**config.mk**
```make
export PLATFORM = sky130hd
export DESIGN_NAME = stream_unzip_flat
export DESIGN_NICKNAME = d
export VERILOG_FILES = /design/src/rtl/stream_unzip_if.sv /design/src/rtl/stream_unzip.sv /design/src/flat_wrapper.sv
export SDC_FILE = /design/constraint.sdc
export NUM_CORES = 1
export LEC_CHECK = 0
export BUFFER_PORTS_ARGS = -buffer_cell sky130_fd_sc_hd__clkbuf_2
export CAP_MARGIN = 5
export CORE_MARGIN = 5
export CORE_UTILIZATION = 58
export CTS_BUF_LIST = sky130_fd_sc_hd__clkbuf_4 sky130_fd_sc_hd__clkbuf_8
export CTS_CLUSTER_SIZE = 16
export DETAILED_ROUTE_END_ITERATION = 8
export PLACE_DENSITY_LB_ADDON = 0.2
export SYNTH_ARGS = -nofsm -noshare
export SYNTH_HDL_FRONTEND = slang
export SYNTH_SLANG_ARGS = --single-unit
```
**constraint.sdc**
```tcl
create_clock -name clk -period 2.9 [get_ports clk]
set_input_delay 0 -clock clk [delete_from_list [all_inputs] [get_ports clk]]
set_output_delay 0 -clock clk [all_outputs]
set_load 0.01 [all_outputs]
```
**src/rtl/stream_unzip_if.sv**
```systemverilog
// rtl/stream_unzip_if.sv - handshake bundle between producer, unzip and the two lane consumers
interface stream_unzip_if #(
  parameter int WIDTH = 8
);
  logic [WIDTH-1:0] sIn;
  logic             sIn_valid;
  logic             sIn_ready;
  logic [WIDTH-1:0] sOutA;
  logic             sOutA_valid;
  logic             sOutA_ready;
  logic [WIDTH-1:0] sOutB;
  logic             sOutB_valid;
  logic             sOutB_ready;

  // Producer and lane consumers together drive the inputs of the unzip block.
  modport master (
    output sIn, sIn_valid, sOutA_ready, sOutB_ready,
    input  sIn_ready, sOutA, sOutA_valid, sOutB, sOutB_valid
  );

  // The unzip block itself.
  modport slave (
    input  sIn, sIn_valid, sOutA_ready, sOutB_ready,
    output sIn_ready, sOutA, sOutA_valid, sOutB, sOutB_valid
  );
endinterface

```
**src/rtl/stream_unzip.sv**
```systemverilog
// rtl/stream_unzip.sv - alternating split of one stream into two FIFO-buffered lanes
module stream_unzip #(
  parameter int WIDTH = 8,
  parameter int DEPTH = 2
) (
  input  logic             clk,
  input  logic             nrst,
  stream_unzip_if.slave    bus,
  output logic             phase
);

  localparam int PW = (DEPTH > 1) ? $clog2(DEPTH) : 1;
  localparam int CW = PW + 1;

  // Lane the next accepted element is steered to.
  typedef enum logic {
    LANE_A = 1'b0,
    LANE_B = 1'b1
  } lane_e;

  lane_e state_q;
  lane_e state_d;

  // Per-lane storage: index 0 is lane A, index 1 is lane B.
  logic [WIDTH-1:0] mem    [2][DEPTH];
  logic [PW-1:0]    wr_ptr [2];
  logic [PW-1:0]    rd_ptr [2];
  logic [CW-1:0]    count  [2];

  logic [1:0] full;
  logic [1:0] nonempty;
  logic [1:0] push;
  logic [1:0] pop;
  logic       in_ready;
  logic       accept;

  // Occupancy flags come only from registered counts, so input ready never
  // sees the consumers' ready signals combinationally.
  always_comb begin
    full     = '0;
    nonempty = '0;
    for (int i = 0; i < 2; i++) begin
      full[i]     = (count[i] == CW'(DEPTH));
      nonempty[i] = (count[i] != '0);
    end
  end

  // Lane pops are independent of each other and of the input side.
  always_comb begin
    pop    = '0;
    pop[0] = nonempty[0] && bus.sOutA_ready;
    pop[1] = nonempty[1] && bus.sOutB_ready;
  end

  // Steering FSM: target lane full stalls input; accept pushes and flips lane.
  always_comb begin
    state_d  = state_q;
    in_ready = 1'b0;
    accept   = 1'b0;
    push     = '0;
    case (state_q)
      LANE_A: begin
        in_ready = !full[0];
        accept   = bus.sIn_valid && in_ready;
        if (accept) begin
          push[0] = 1'b1;
          state_d = LANE_B;
        end
      end
      LANE_B: begin
        in_ready = !full[1];
        accept   = bus.sIn_valid && in_ready;
        if (accept) begin
          push[1] = 1'b1;
          state_d = LANE_A;
        end
      end
      default: begin
        state_d = LANE_A;
      end
    endcase
  end

  // Steering state register; reset restarts the alternation on lane A.
  always_ff @(posedge clk) begin
    if (!nrst) begin
      state_q <= LANE_A;
    end else begin
      state_q <= state_d;
    end
  end

  // Lane FIFOs: storage cleared on reset so idle outputs read as zero.
  always_ff @(posedge clk) begin
    if (!nrst) begin
      for (int i = 0; i < 2; i++) begin
        for (int j = 0; j < DEPTH; j++) begin
          mem[i][j] <= '0;
        end
        wr_ptr[i] <= '0;
        rd_ptr[i] <= '0;
        count[i]  <= '0;
      end
    end else begin
      for (int i = 0; i < 2; i++) begin
        if (push[i]) begin
          mem[i][wr_ptr[i]] <= bus.sIn;
          wr_ptr[i]         <= wr_ptr[i] + PW'(1);
        end
        if (pop[i]) begin
          rd_ptr[i] <= rd_ptr[i] + PW'(1);
        end
        case ({push[i], pop[i]})
          2'b10:   count[i] <= count[i] + CW'(1);
          2'b01:   count[i] <= count[i] - CW'(1);
          default: count[i] <= count[i];
        endcase
      end
    end
  end

  assign bus.sIn_ready   = in_ready;
  assign bus.sOutA       = mem[0][rd_ptr[0]];
  assign bus.sOutA_valid = nonempty[0];
  assign bus.sOutB       = mem[1][rd_ptr[1]];
  assign bus.sOutB_valid = nonempty[1];
  assign phase           = state_q;

endmodule

```
**src/flat_wrapper.sv**
```systemverilog
// flat-port wrapper written by rule: the top's interface ports become plain ports
module stream_unzip_flat 
#(
  parameter int WIDTH = 8,
  parameter int DEPTH = 2
)
  (clk, nrst, phase, bus_sIn, bus_sIn_valid, bus_sOutA_ready, bus_sOutB_ready, bus_sIn_ready, bus_sOutA, bus_sOutA_valid, bus_sOutB, bus_sOutB_valid);
  stream_unzip_if #(.WIDTH(WIDTH)) bus_i ();
  input  logic clk;
  input  logic nrst;
  output logic phase;
  input wire logic [$bits(bus_i.sIn)-1:0] bus_sIn;
  input wire logic [$bits(bus_i.sIn_valid)-1:0] bus_sIn_valid;
  input wire logic [$bits(bus_i.sOutA_ready)-1:0] bus_sOutA_ready;
  input wire logic [$bits(bus_i.sOutB_ready)-1:0] bus_sOutB_ready;
  output wire logic [$bits(bus_i.sIn_ready)-1:0] bus_sIn_ready;
  output wire logic [$bits(bus_i.sOutA)-1:0] bus_sOutA;
  output wire logic [$bits(bus_i.sOutA_valid)-1:0] bus_sOutA_valid;
  output wire logic [$bits(bus_i.sOutB)-1:0] bus_sOutB;
  output wire logic [$bits(bus_i.sOutB_valid)-1:0] bus_sOutB_valid;
  assign bus_i.sIn = bus_sIn;
  assign bus_i.sIn_valid = bus_sIn_valid;
  assign bus_i.sOutA_ready = bus_sOutA_ready;
  assign bus_i.sOutB_ready = bus_sOutB_ready;
  assign bus_sIn_ready = bus_i.sIn_ready;
  assign bus_sOutA = bus_i.sOutA;
  assign bus_sOutA_valid = bus_i.sOutA_valid;
  assign bus_sOutB = bus_i.sOutB;
  assign bus_sOutB_valid = bus_i.sOutB_valid;
  stream_unzip #(.WIDTH(WIDTH), .DEPTH(DEPTH)) u_core (.clk(clk), .nrst(nrst), .bus(bus_i), .phase(phase));
endmodule
```
==> results.toml <==
[clocking]
clock-root-buffer = "clkbuf_4"
insertion_delay_ns = 0.35
cts.sinks = 41
h-tree-depth = 2
clock_path_buffers = 2
clk_pin_slew_ns = 0.12
cts_buffers = 5
post-cts-setup-buffers = 0
cts_tree = "done"
post_cts_resized = 0
ctsHoldBuffers = 7

[power]
power_uw = 1480
ir_drop_uv = 328
powerDensity_mw_per_mm2 = 625
power.leakage_uw = 0.00103

[die]
die_x_um = 69.0
design.die.area_mm2 = 0.00476
core-area_mm2 = 0.00336
rows = 21
io_pins = 33
chipHeight_um = 69.0
initial_core_util = 0.600

[synthesis]
avgSynthCellArea_um2 = 13.0
synth-edff-count = 40
syn_area_mm2 = 0.00202
synth_seq_cells = 41
syn-num-nets = 174
synth_largest_area_cell = "edfxtp_1"
netlist_top_cells_count = "40 x edfxtp_1, 33 x and2_1, 16 x mux2_2"
synth_ff_type = "edfxtp_1"
synth_top_area_frac = 0.595
netlist_instances = 155
synth.distinct_cells = 30
synth_area_leaders = "edfxtp_1 59%, and2_1 10%, mux2_2 8.9%"
async_flop_share = 0
yosysWarnings = 0
yosysSeqAreaShare = 0.605
synth.most_common_cell = "edfxtp_1"

[drt]
first_iter_violations = 96
avgRoutedWirePerCell_um = 15.3
wl_um = 3740
routed_via_density = 5.16
route.vias.total = 1265
first_pass_iters = 4
ant_nets = 0
drc = 0

[setup_path]
worstPathRequired_ns = 2.99
slowest_delay_ns = 0.56
slowest_stage = "or4_4"
critPathBufInv = 1
crit_chain = "or2_2 > nand2_1 > inv_1 > ha_1 > or4_4 > nor3_2 > nor3_1"
critPathArrivalTime_ns = 2.28
critPathKind = "reg2reg"
cp-end-kind = "flip-flop"
startpoint_type = "flip-flop"
crit_family = "simple AND/OR/NAND/NOR gates"
worstPathMaxFanout = 4

[status]
status = "complete, no violations"

[layout]
area_delta_synth_final_pct = 17.5
diodes = 0
drive_gt1_frac = 0.337
nNetsFinal = 218
postLayoutCoreUtil = 0.706

[placed_design]
dp_hpwl_um = 2710
io_buffers = 32
dp_slack_ns = 0.750
gp_congestion = 0.788

[flow_run]
maxCapViolCount = 0

[grt]
grt_pass1_vias = 1385
grt_max_degree = 18
grt_usage = 0.171
grt_antenna_before_repair = 0
grt-ovfl-total = 0
grt_pass1_wl_um = 6260

[sta]
fin_tns_setup_ns = 0
period_needed_ns = 2.18
final-setup-viol-count = 0
min_period_over_period = 0.753
rsz0062_at_grt = "no"
maxSlewViolCount = 0
max_freq_ghz = 0.458
max-slew-margin-rel = 0.568
hold_viol_final = 0
setup_ws_ns = 0.715
skew_ns = 0.0161
worst_pin_slew_ns = 0.642

[min_path]
holdCritPathClass = "in2reg"
[worst reg2reg max path, stage by stage, from the launching register on]
cell and delay [ns]:
edfxtp_1 0.44, or2_2 0.33, nand2_1 0.12, inv_1 0.08, ha_1 0.22, or4_4 0.56
nor3_2 0.12, nor3_1 0.06
[flip-flops by register name (all words and copies together), names as in the netlist]
register and flops:
u_core.count 4, u_core.rd_ptr 2, u_core.mem 32, u_core.wr_ptr 2
u_core.phase 1
[cells in the final DEF, fill, tap and decap left out, drive strengths merged, types with 2 or more instances in the layout]
cell type	count
clkbuf	37
nor2	9
edfxtp	40
buf	2
and2	33
mux2	16
o21ai	6
a21oi	2
or2	2
dlygate4sd3	7
nor3	4
nand2b	2
nand2	11
inv	8
clkinv	2
ha	6
[report_power, final]
| part | internal [µW] | switching (µW) |
|---|---|---|
| clock | 176 | 177 |
| combinational | 165 | 185 |
| sequential | 731 | 49.0 |
| total | 1070 | 411 |
[layout make-up]
type,count,area (µm²)
sequential,41,1220
fill,271,990
multi-input combinational,101,742
timing repair buffer,41,245
tap,46,57.6
clock buffer,5,37.5
clock inverter,2,35.0
inverter,9,35.0
[routing by layer]
metal	wire [µm]	track usage	vias up
li1	-	-	630
met1	1590	0.182	602
met2	1940	0.314	27
met3	150	0.0552	6
met4	55	0.0586	0
met5	0	0	-
[metrics by stage]
step / cell area (µm²) / cells / hold slack [ns]
4_1_cts: 2370 / 245 / 0.00504
3_5_place_dp: 2230 / 231 / 0.332
2_1_floorplan: 2020 / 155 / 0.198
6_report: 2370 / 245 / 0.0153
3_3_place_gp: 2230 / 231 / 0.329
5_1_grt: 2370 / 245 / 0.00248
[path summary, 6_finish.rpt]
check | start | end | slack, ns | cells past startpoint
worst min-delay path | bus_sIn[6] | u_core.mem[0][6] | 0.02 | 2
worst min register to register | u_core.count[1][0] | u_core.count[1][0] | 0.58 | 1
worst max register to register | u_core.count[0][1] | u_core.count[1][0] | 0.72 | 7
worst max-delay path | u_core.count[0][1] | u_core.count[1][0] | 0.72 | 7
[logic make-up after synthesis]
kind of cell    synth area share
xor+xnor                 0.00434
fa+ha+maj                 0.0372
compound gates            0.0297
mux                       0.0892
flops                      0.605
simple gates               0.207
buf+inv                   0.0279
(Power assumes the default switching activity.)
